### src/rtl/repsub_divider.sv
// repsub_divider: sequential unsigned divider using repeated subtraction.
// A small FSM loads the dividend and divisor serially over one bus. It then
// subtracts the divisor from the running remainder until the remainder is
// smaller than the divisor, counting one per subtraction.
//
// Ports:
//   clk       in   single clock, rising edge
//   rst       in   synchronous active-high reset
//   start     in   begin a division (sampled in IDLE/DONE only)
//   data_in   in   WIDTH  dividend (cycle after start edge), then divisor
//   quotient  out  WIDTH  Q register, qualify with done
//   remainder out  WIDTH  A register, qualify with done
//   done      out  result valid, held in DONE
//   busy      out  high in LOAD_A, LOAD_B, SUB
//   div_zero  out  last divisor was zero, qualify with done
module repsub_divider #(
  parameter int WIDTH = 8
) (
  input  logic             clk,
  input  logic             rst,
  input  logic             start,
  input  logic [WIDTH-1:0] data_in,
  output logic [WIDTH-1:0] quotient,
  output logic [WIDTH-1:0] remainder,
  output logic             done,
  output logic             busy,
  output logic             div_zero
);

  localparam logic [2:0] S_IDLE   = 3'd0;
  localparam logic [2:0] S_LOAD_A = 3'd1;
  localparam logic [2:0] S_LOAD_B = 3'd2;
  localparam logic [2:0] S_SUB    = 3'd3;
  localparam logic [2:0] S_DONE   = 3'd4;

  logic [2:0]       state_q, state_d;
  logic [WIDTH-1:0] a_q, a_d;
  logic [WIDTH-1:0] b_q, b_d;
  logic [WIDTH-1:0] q_q, q_d;
  logic             dz_q, dz_d;
  logic             a_ge_b;

  assign a_ge_b = (a_q >= b_q);

  always_comb begin
    state_d = state_q;
    a_d     = a_q;
    b_d     = b_q;
    q_d     = q_q;
    dz_d    = dz_q;
    case (state_q)
      S_IDLE: begin
        if (start) state_d = S_LOAD_A;
      end
      S_LOAD_A: begin
        a_d     = data_in;
        state_d = S_LOAD_B;
      end
      S_LOAD_B: begin
        b_d  = data_in;
        q_d  = '0;
        dz_d = (data_in == '0);
        // Zero divisor skips SUB entirely: remainder stays the dividend.
        state_d = (data_in == '0) ? S_DONE : S_SUB;
      end
      S_SUB: begin
        // Subtract only while A >= B, so A never underflows and Q never
        // exceeds the dividend.
        if (a_ge_b) begin
          a_d = a_q - b_q;
          q_d = q_q + 1'b1;
        end else begin
          state_d = S_DONE;
        end
      end
      S_DONE: begin
        if (start) state_d = S_LOAD_A;
      end
      default: state_d = S_IDLE;
    endcase
  end

  always_ff @(posedge clk) begin
    if (rst) begin
      state_q <= S_IDLE;
      a_q     <= '0;
      b_q     <= '0;
      q_q     <= '0;
      dz_q    <= 1'b0;
    end else begin
      state_q <= state_d;
      a_q     <= a_d;
      b_q     <= b_d;
      q_q     <= q_d;
      dz_q    <= dz_d;
    end
  end

  assign quotient  = q_q;
  assign remainder = a_q;
  assign div_zero  = dz_q;
  assign done      = (state_q == S_DONE);
  assign busy      = (state_q == S_LOAD_A) || (state_q == S_LOAD_B) ||
                     (state_q == S_SUB);

endmodule

### config.mk
export PLATFORM = sky130hd
export DESIGN_NAME = repsub_divider
export DESIGN_NICKNAME = d
export VERILOG_FILES = /design/src/rtl/repsub_divider.sv
export SDC_FILE = /design/constraint.sdc
export NUM_CORES = 1
export LEC_CHECK = 0
export ABC_AREA = 1
export CORE_ASPECT_RATIO = 1.2
export CORE_MARGIN = 4
export CORE_UTILIZATION = 57
export DETAILED_ROUTE_END_ITERATION = 10
export PLACE_DENSITY = 0.84
export SYNTH_ARGS = -nofsm -noshare
export SYNTH_HDL_FRONTEND = slang
export SYNTH_SLANG_ARGS = --single-unit
### constraint.sdc
create_clock -name clk -period 3.6 [get_ports clk]
set_input_delay 0.72 -clock clk [delete_from_list [all_inputs] [get_ports clk]]
set_output_delay 0.72 -clock clk [all_outputs]
set_load 0.03 [all_outputs]
==> summary.md, run 1 <==
| Metric | Value |
|---|---|
| Status | complete, no violations |
| Detail Route Antenna Nets | 0 |
| GRT overflow | 0 |
| Max_slew headroom | 65.4% |
| Rows | 22 |
| Power Density | 775 nW/um2 |
| Clock Latency Late Sink | 0.36 ns |
| Post-DP HPWL | 3.09 mm |
| Share of cells above drive strength 1 | 8.28% |
| Post-synthesis cell type count | 28 |
| CP peak stage delay | 0.69 ns |
| Die Span X | 60.3 um |
| Gate Count Post-Synth | 299 |
| Syn Nets | 320 |
| Critical Path AT | 1.75 ns |
| Psw | 830 uW |
| Logic pwr share | 61.8% |
| Simple-gate portion of the synthesized area | 40.9% |
| Area share of fa/ha/maj cells after synthesis | 7.09% |
| Die Span Y | 70.8 um |
| Final Hold Vio Count | 0 |
| Worst path top cell family by delay | buffers and inverters |
| PostCTS Resize Cnt | 0 |
| Largest net degree at the start of global routing | 26 |
| Synth Area in Compound Gates | 9.83% |
| Post-synthesis mux area share | 0% |
| WL final | 4.07 mm |
| Port bufs | 29 |
| RSZ-0062 raised after global routing | no |
| Placer Congestion | 0.831 |
| Seq/Total Area, Yosys | 30.0% |
| Diodes inserted | 0 |
| Drt pass-1 iters | 4 |
| Largest family of logic cells by synthesized area | simple AND/OR/NAND/NOR gates |
| Met1 Usage GRT | 26.2% |
| Max cap viols | 0 |
| Layout Skew | 0.0173 ns |
| TritonCTS clock tree | done |
| Crit-path slowest cell | clkdlybuf4s50_1 |
| Worst Hold Path Cells | 2 |
| Fmax | 405 MHz |
| Vias/cell | 5.16 |
| Number of CTS-inserted buffers | 3 |
| Post-route insts no fill | 362 |
| Final setup vio count | 0 |
| Reg power frac | 25.7% |
| Area growth syn-to-layout | 18.6% |
| Initial antenna violation count | 0 |
| Period minus WS final | 2.47 ns |
| Drt drc | 0 |
| Avg Inst Size Synth | 6.26 um2 |
| Final nets | 348 |
| Fillers | 280 |
| Cell count after placement | 358 |
| Sw Share | 48.3% |
| Worst slew pin tran | 0.518 ns |
| CP max FO | 5 |
| Slew Viols, Final | 0 |
| YS warnings | 0 |
| #FFs+latches synth | 28 |
| Cts hold-fix bufs | 0 |
| Crit end category | primary output |
| M3 GR Usage | 2.74% |
| Root Buffer Master | clkbuf_4 |
| Grt met2 use | 34.5% |
| Routed length per instance | 11.2 um |
| Crit path launch type | register |
| Worst path depth | 2 |
| Worst path bufs/invs | 1 |
| Synth Area in XOR/XNOR | 0.468% |
| Setup TNS | 0 ns |
| Via count | 1,869 |
| Clock tree buffer depth | 2 |
| CP cell instances | nor3b_1 -> clkdlybuf4s50_1 |
| Worst EP required | 2.88 ns |
| Leakage | 1.05 nW |
| Number of global-route vias before repair | 1,734 |
| Hold/Removal Path Class | reg -> reg |
| Synthesized area | 1870 um2 |
| All-Layer GR Usage | 21.2% |
| CTS clk-pin slew, worst paths | 0.17 ns |
| # Post-CTS Setup Buffers | 0 |
| Clock power share | 12.5% |
| Worst Reg-to-Reg Cells | 12 |
| Starting Density | 60.1% |
| Die ar. | 4270 um2 |
| Clock sinks | 28 |
| Setup CP Type | reg -> out |
| Peak supply drop | 465 uV |
| CTS H-tree depth | 1 |
| Internal power | 888 uW |
| Core Footprint | 3110 um2 |
| Initial detailed-routing violation count | 46 |
| Top Usage Layer GRT | met2 |
| Fin crit share | 68.6% |
| First-pass GRT wire length | 7.08 mm |
| I/O pins | 30 |
## cells in the mapped netlist
| cell | instances | area share (%) |
|---|---|---|
| a21oi_1 | 20 | 5.4 |
| nand3b_1 | 1 | 0.40 |
| buf_2 | 2 | 0.54 |
| nor2_4 | 1 | 0.60 |
| xnor2_1 | 1 | 0.47 |
| inv_4 | 1 | 0.33 |
| nand3_2 | 1 | 0.54 |
| nor3b_1 | 1 | 0.40 |
| nor2_2 | 2 | 0.67 |
| nand3_1 | 21 | 5.6 |
| nand2_2 | 5 | 1.7 |
| nand4_1 | 4 | 1.3 |
| nand2_1 | 90 | 18 |
| fa_1 | 1 | 1.1 |
| o21ai_0 | 9 | 2.4 |
| inv_1 | 42 | 8.4 |
| a21oi_2 | 3 | 1.4 |
| clkbuf_1 | 2 | 0.40 |
| dfxtp_1 | 28 | 30 |
| ha_1 | 9 | 6.0 |
| inv_2 | 4 | 0.80 |
| nor3b_2 | 2 | 1.3 |
| buf_6 | 2 | 1.2 |
| or2_2 | 1 | 0.33 |
| nor2_1 | 41 | 8.2 |
| nor3_1 | 2 | 0.54 |
| a211oi_2 | 1 | 0.67 |
| nand2_4 | 2 | 1.2 |
## layout by cell type (no fill, tap or decap), types with 2 or more instances in the layout
cell type	count
a21oi_1	20
a21oi_2	3
clkbuf_4	3
clkdlybuf4s50_1	29
dfxtp_1	28
ha_1	9
inv_1	42
inv_2	4
nand2_1	90
nand2_2	5
nand2_4	2
nand3_1	21
nand4_1	4
nor2_1	41
nor2_2	2
nor3_1	2
nor3b_2	2
o21ai_0	9
## layout make-up
cell class	instances	area (um2)	share of cell area, %
sequential	28	561	25.3
timing repair buffer	29	290	13.1
inverter	47	179	8.07
clock buffer	3	22.5	1.02
tap	36	45.0	2.03
multi-input combinational	218	1090	49.2
clock inverter	1	30.0	1.35
## power by group through the flow
stage	Combinational, mW	Sequential (mW)	Clock (mW)
2_1_floorplan	0.746	0.519	0
3_3_place_gp	1.04	0.449	0
3_5_place_dp	1.06	0.450	0
4_1_cts	1.07	0.443	0.219
5_1_grt	1.22	0.451	0.231
6_report	1.06	0.442	0.215
## metal layers
layer / wire [um] / up-vias
li1: - / 986
met2: 2020 / 34
met3: 109 / 9
met4: 112 / 0
met1: 1830 / 840
met5: 0 / -
## metrics by stage
stage          hold WS (ns)  power [mW]  setup WS (ns)  util, %  area [um2]
3_5_place_dp          0.453        1.51           1.33     69.6        2170
2_1_floorplan         0.433        1.27           1.69        -        1870
6_report              0.472        1.72           1.13     71.3        2220
4_1_cts               0.475        1.73           1.11     71.3        2220
3_3_place_gp          0.444        1.49           1.37     69.6        2170
5_1_grt               0.494        1.90           1.04     71.3        2220
## sequential cells by signal, summed over array words and instances (netlist names)
signal / count
state_q: 3
div_zero: 1
quotient: 8
remainder: 8
b_q: 8
## final timing paths
check	from	endpoint	slack (ns)
max	state_q[2]$_SDFFE_PP0P_	done	1.13
min	b_q[2]$_SDFFE_PP0P_	b_q[2]$_SDFFE_PP0P_	0.47
max reg2reg	remainder[0]$_SDFFE_PP0P_	quotient[3]$_SDFFE_PP0P_	1.55
min reg2reg	b_q[2]$_SDFFE_PP0P_	b_q[2]$_SDFFE_PP0P_	0.47
## cells by family (layout without fill, tap and decap cells)
kind of cell	Yosys count	count (layout)
buffers and inverters	53	80
adder cells (fa/ha/maj)	10	10
AND/OR/NAND/NOR	174	174
AO/OA/AOI/OAI	33	33
flip-flops	28	28
XOR/XNOR	1	1
## worst min-delay path: stages (launching register included)
cell	delay (ns)
dfxtp_1	0.33
inv_1	0.06
a21oi_1	0.05
Note: power is estimated with default switching activity, not from simulation.
==> run 2, diff against run 1 <==
--- a/config.mk
+++ b/config.mk
@@ -8,9 +8,9 @@
 export ABC_AREA = 1
 export CORE_ASPECT_RATIO = 1.2
 export CORE_MARGIN = 4
-export CORE_UTILIZATION = 57
+export CORE_UTILIZATION = 48
 export DETAILED_ROUTE_END_ITERATION = 10
-export PLACE_DENSITY = 0.84
+export PLACE_DENSITY = 0.76
 export SYNTH_ARGS = -nofsm -noshare
 export SYNTH_HDL_FRONTEND = slang
 export SYNTH_SLANG_ARGS = --single-unit
==> constraint.sdc (replaced) <==
create_clock -name clk -period 2.2 [get_ports clk]
set_input_delay 0.44 -clock clk [delete_from_list [all_inputs] [get_ports clk]]
set_output_delay 0.44 -clock clk [all_outputs]
set_load 0.03 [all_outputs]
==> run 2 against run 1 <==
Net effect: register-to-register slack lost 1.3 ns; clock power grew 54%; utilization shrank 10 points.
==> summary.md, run 2 (synthesized netlist as in run 1, its figures left out) <==
| Metric | Value |
|---|---|
| Status | complete, no violations |
| I/O pins | 30 (unchanged) |
| RR Endpoint | quotient[1]$_SDFFE_PP0P_ |
| Vias/cell | 4.80 (-7.0%) |
| All-Layer GR Usage | 17.9% (-3.3 points) |
| Worst slew pin tran | 0.549 ns (+0.0307 ns) |
| Post-DP HPWL | 3.23 mm (+4.5%) |
| Crit. Startpoint | state_q[2]$_SDFFE_PP0P_ |
| RSZ-0062 raised after global routing | no |
| TritonCTS clock tree | done |
| Setup CP Type | reg -> out |
| Commonest non-fill, non-tap cell in the layout | nand2_1 |
| Crit-path slowest cell | clkdlybuf4s50_1 |
| Cell count after placement | 375 (+4.7%) |
| Starting Density | 50.6% (-9.5 points) |
| Final nets | 349 (+0.29%) |
| Initial detailed-routing violation count | 73 (+59%) |
| Rows | 24 (+9.1%) |
| Diodes inserted | 0 (unchanged) |
| Leakage | 1.06 nW (+0.53%) |
| Drt drc | 0 (unchanged) |
| # Post-CTS Setup Buffers | 0 (unchanged) |
| Placer Congestion | 0.825 (-0.70%) |
| Final setup vio count | 0 (unchanged) |
| Number of CTS-inserted buffers | 3 (unchanged) |
| PostCTS Resize Cnt | 0 (unchanged) |
| Core Footprint | 3690 um2 (+19%) |
| Most frequent cells in the layout | nand2_1 (90), inv_1 (42), nor2_1 (41) |
| Die ar. | 4960 um2 (+16%) |
| Largest net degree at the start of global routing | 26 (unchanged) |
| Root Buffer Master | clkbuf_8 |
| Area growth syn-to-layout | 20.2% |
| Layout Skew | 0.00334 ns (-0.0140 ns) |
| Met1 Usage GRT | 21.7% (-4.6 points) |
| Critical Path AT | 1.64 ns (-0.11 ns) |
| Worst path depth | 2 (unchanged) |
| Peak supply drop | 510 uV (+9.8%) |
| Crit path launch type | register |
| Top Usage Layer GRT | met2 |
| Die Span X | 65.0 um (+7.8%) |
| Fmax | 481 MHz |
| Routed length per instance | 11.1 um (-1.0%) |
| M3 GR Usage | 1.92% (-0.82 points) |
| Grt met2 use | 32.3% (-2.2 points) |
| Crit end category | primary output |
| Max cap viols | 0 (unchanged) |
| Tot Pwr | 2.79 mW (+63%) |
| Worst path bufs/invs | 1 (unchanged) |
| Reg-to-reg setup timing slack | 0.26 ns (-1.29 ns) |
| Clock sinks | 28 (unchanged) |
| WL final | 4.22 mm (+3.6%) |
| Number of global-route vias before repair | 1,694 (-2.3%) |
| Share of cells above drive strength 1 | 8.56% (+0.28 points) |
| Drt pass-1 iters | 4 (unchanged) |
| Max_slew headroom | 63.3% (-2.1 points) |
| Fillers | 367 (+31%) |
| Worst Reg-to-Reg Cells | 13 (+1) |
| CP max FO | 5 (unchanged) |
| Clock tree buffer depth | 2 (unchanged) |
| Port bufs | 29 (unchanged) |
| GRT overflow | 0 (unchanged) |
| CP peak stage delay | 0.69 ns (about the same) |
| Period minus WS final | 2.08 ns |
| Cts hold-fix bufs | 0 (unchanged) |
| Multi-input logic area | 1090 um2 (unchanged) |
| CTS H-tree depth | 1 (unchanged) |
| Clock Latency Late Sink | 0.28 ns (-0.08 ns) |
| Via count | 1,820 (-2.6%) |
| CP Capture Point | done |
| CTS clk-pin slew, worst paths | 0.10 ns (-0.07 ns) |
| Final Hold Vio Count | 0 (unchanged) |
| Worst R2R Start | remainder[0]$_SDFFE_PP0P_ |
| First-pass GRT wire length | 7.28 mm (+2.8%) |
| FF/Latch Area | 561 um2 (unchanged) |
| CP cell instances | nor3b_1 -> clkdlybuf4s50_1 |
| Post-layout util | 60.9% (-10 points) |
| Hold/Removal Path Class | reg -> reg |
| Die Span Y | 76.4 um (+8.0%) |
| Fin crit share | 94.5% |
| Setup TNS | 0 ns (unchanged) |
| Initial antenna violation count | 0 (unchanged) |
| Slew Viols, Final | 0 (unchanged) |
| Power Density | 1240 nW/um2 (+60%) |
| Worst path top cell family by delay | buffers and inverters |
| Post-route insts no fill | 379 (+4.7%) |
| Detail Route Antenna Nets | 0 (unchanged) |
| Worst EP required | 1.76 ns (-1.12 ns) |
[run 2: cell count changes in the layout (fill, tap and decap cells not counted)]
cell,previous run,this run
clkbuf_8,0,4
clkbuf_4,3,0
buf_4,0,1
bufinv_16,1,0
[run 2: worst min-delay path by stage]
stage	to	depth (start not counted)	start
2_1_floorplan	b_q[2]$_SDFFE_PP0P_	2	b_q[2]$_SDFFE_PP0P_
3_3_place_gp	b_q[5]$_SDFFE_PP0P_	2	b_q[5]$_SDFFE_PP0P_
3_5_place_dp	b_q[5]$_SDFFE_PP0P_	2	b_q[5]$_SDFFE_PP0P_
4_1_cts	b_q[5]$_SDFFE_PP0P_	2	b_q[5]$_SDFFE_PP0P_
5_1_grt	b_q[2]$_SDFFE_PP0P_	2	b_q[2]$_SDFFE_PP0P_
6_report	b_q[5]$_SDFFE_PP0P_	2	b_q[5]$_SDFFE_PP0P_
[run 2: stage by stage]
step	hold slack (ns)	worst slack (ns)	instance area, um2
4_1_cts	0.480	0.0974	2250
6_report	0.470	0.121	2250
3_5_place_dp	0.464	0.274	2190
2_1_floorplan	0.433	0.291	1870
5_1_grt	0.482	0.0232	2250
3_3_place_gp	0.453	0.327	2190
[run 2: where the power goes]
| group | internal (mW) | switching [mW] |
|---|---|---|
| clock | 0.161 | 0.170 |
| combinational | 0.638 | 1.10 |
| sequential | 0.629 | 0.0951 |
| total | 1.43 | 1.37 |
[run 2: routing by layer]
layer	share of wire (%)	up-vias
li1	-	986
met1	44	800
met2	52	30
met3	2.8	4
met4	1.3	0
met5	0	-
[run 2: final cells by class]
cell class,count,area share [%]
timing repair buffer,30,13.2
tap,52,2.89
sequential,28,24.9
inverter,47,7.96
multi-input combinational,218,48.5
clock buffer,4,2.45
[run 2: tightest hold or removal path, stage by stage, from the launching register on]
cell     delay (ns)
dfxtp_1        0.31
inv_1          0.06
a21oi_1        0.06
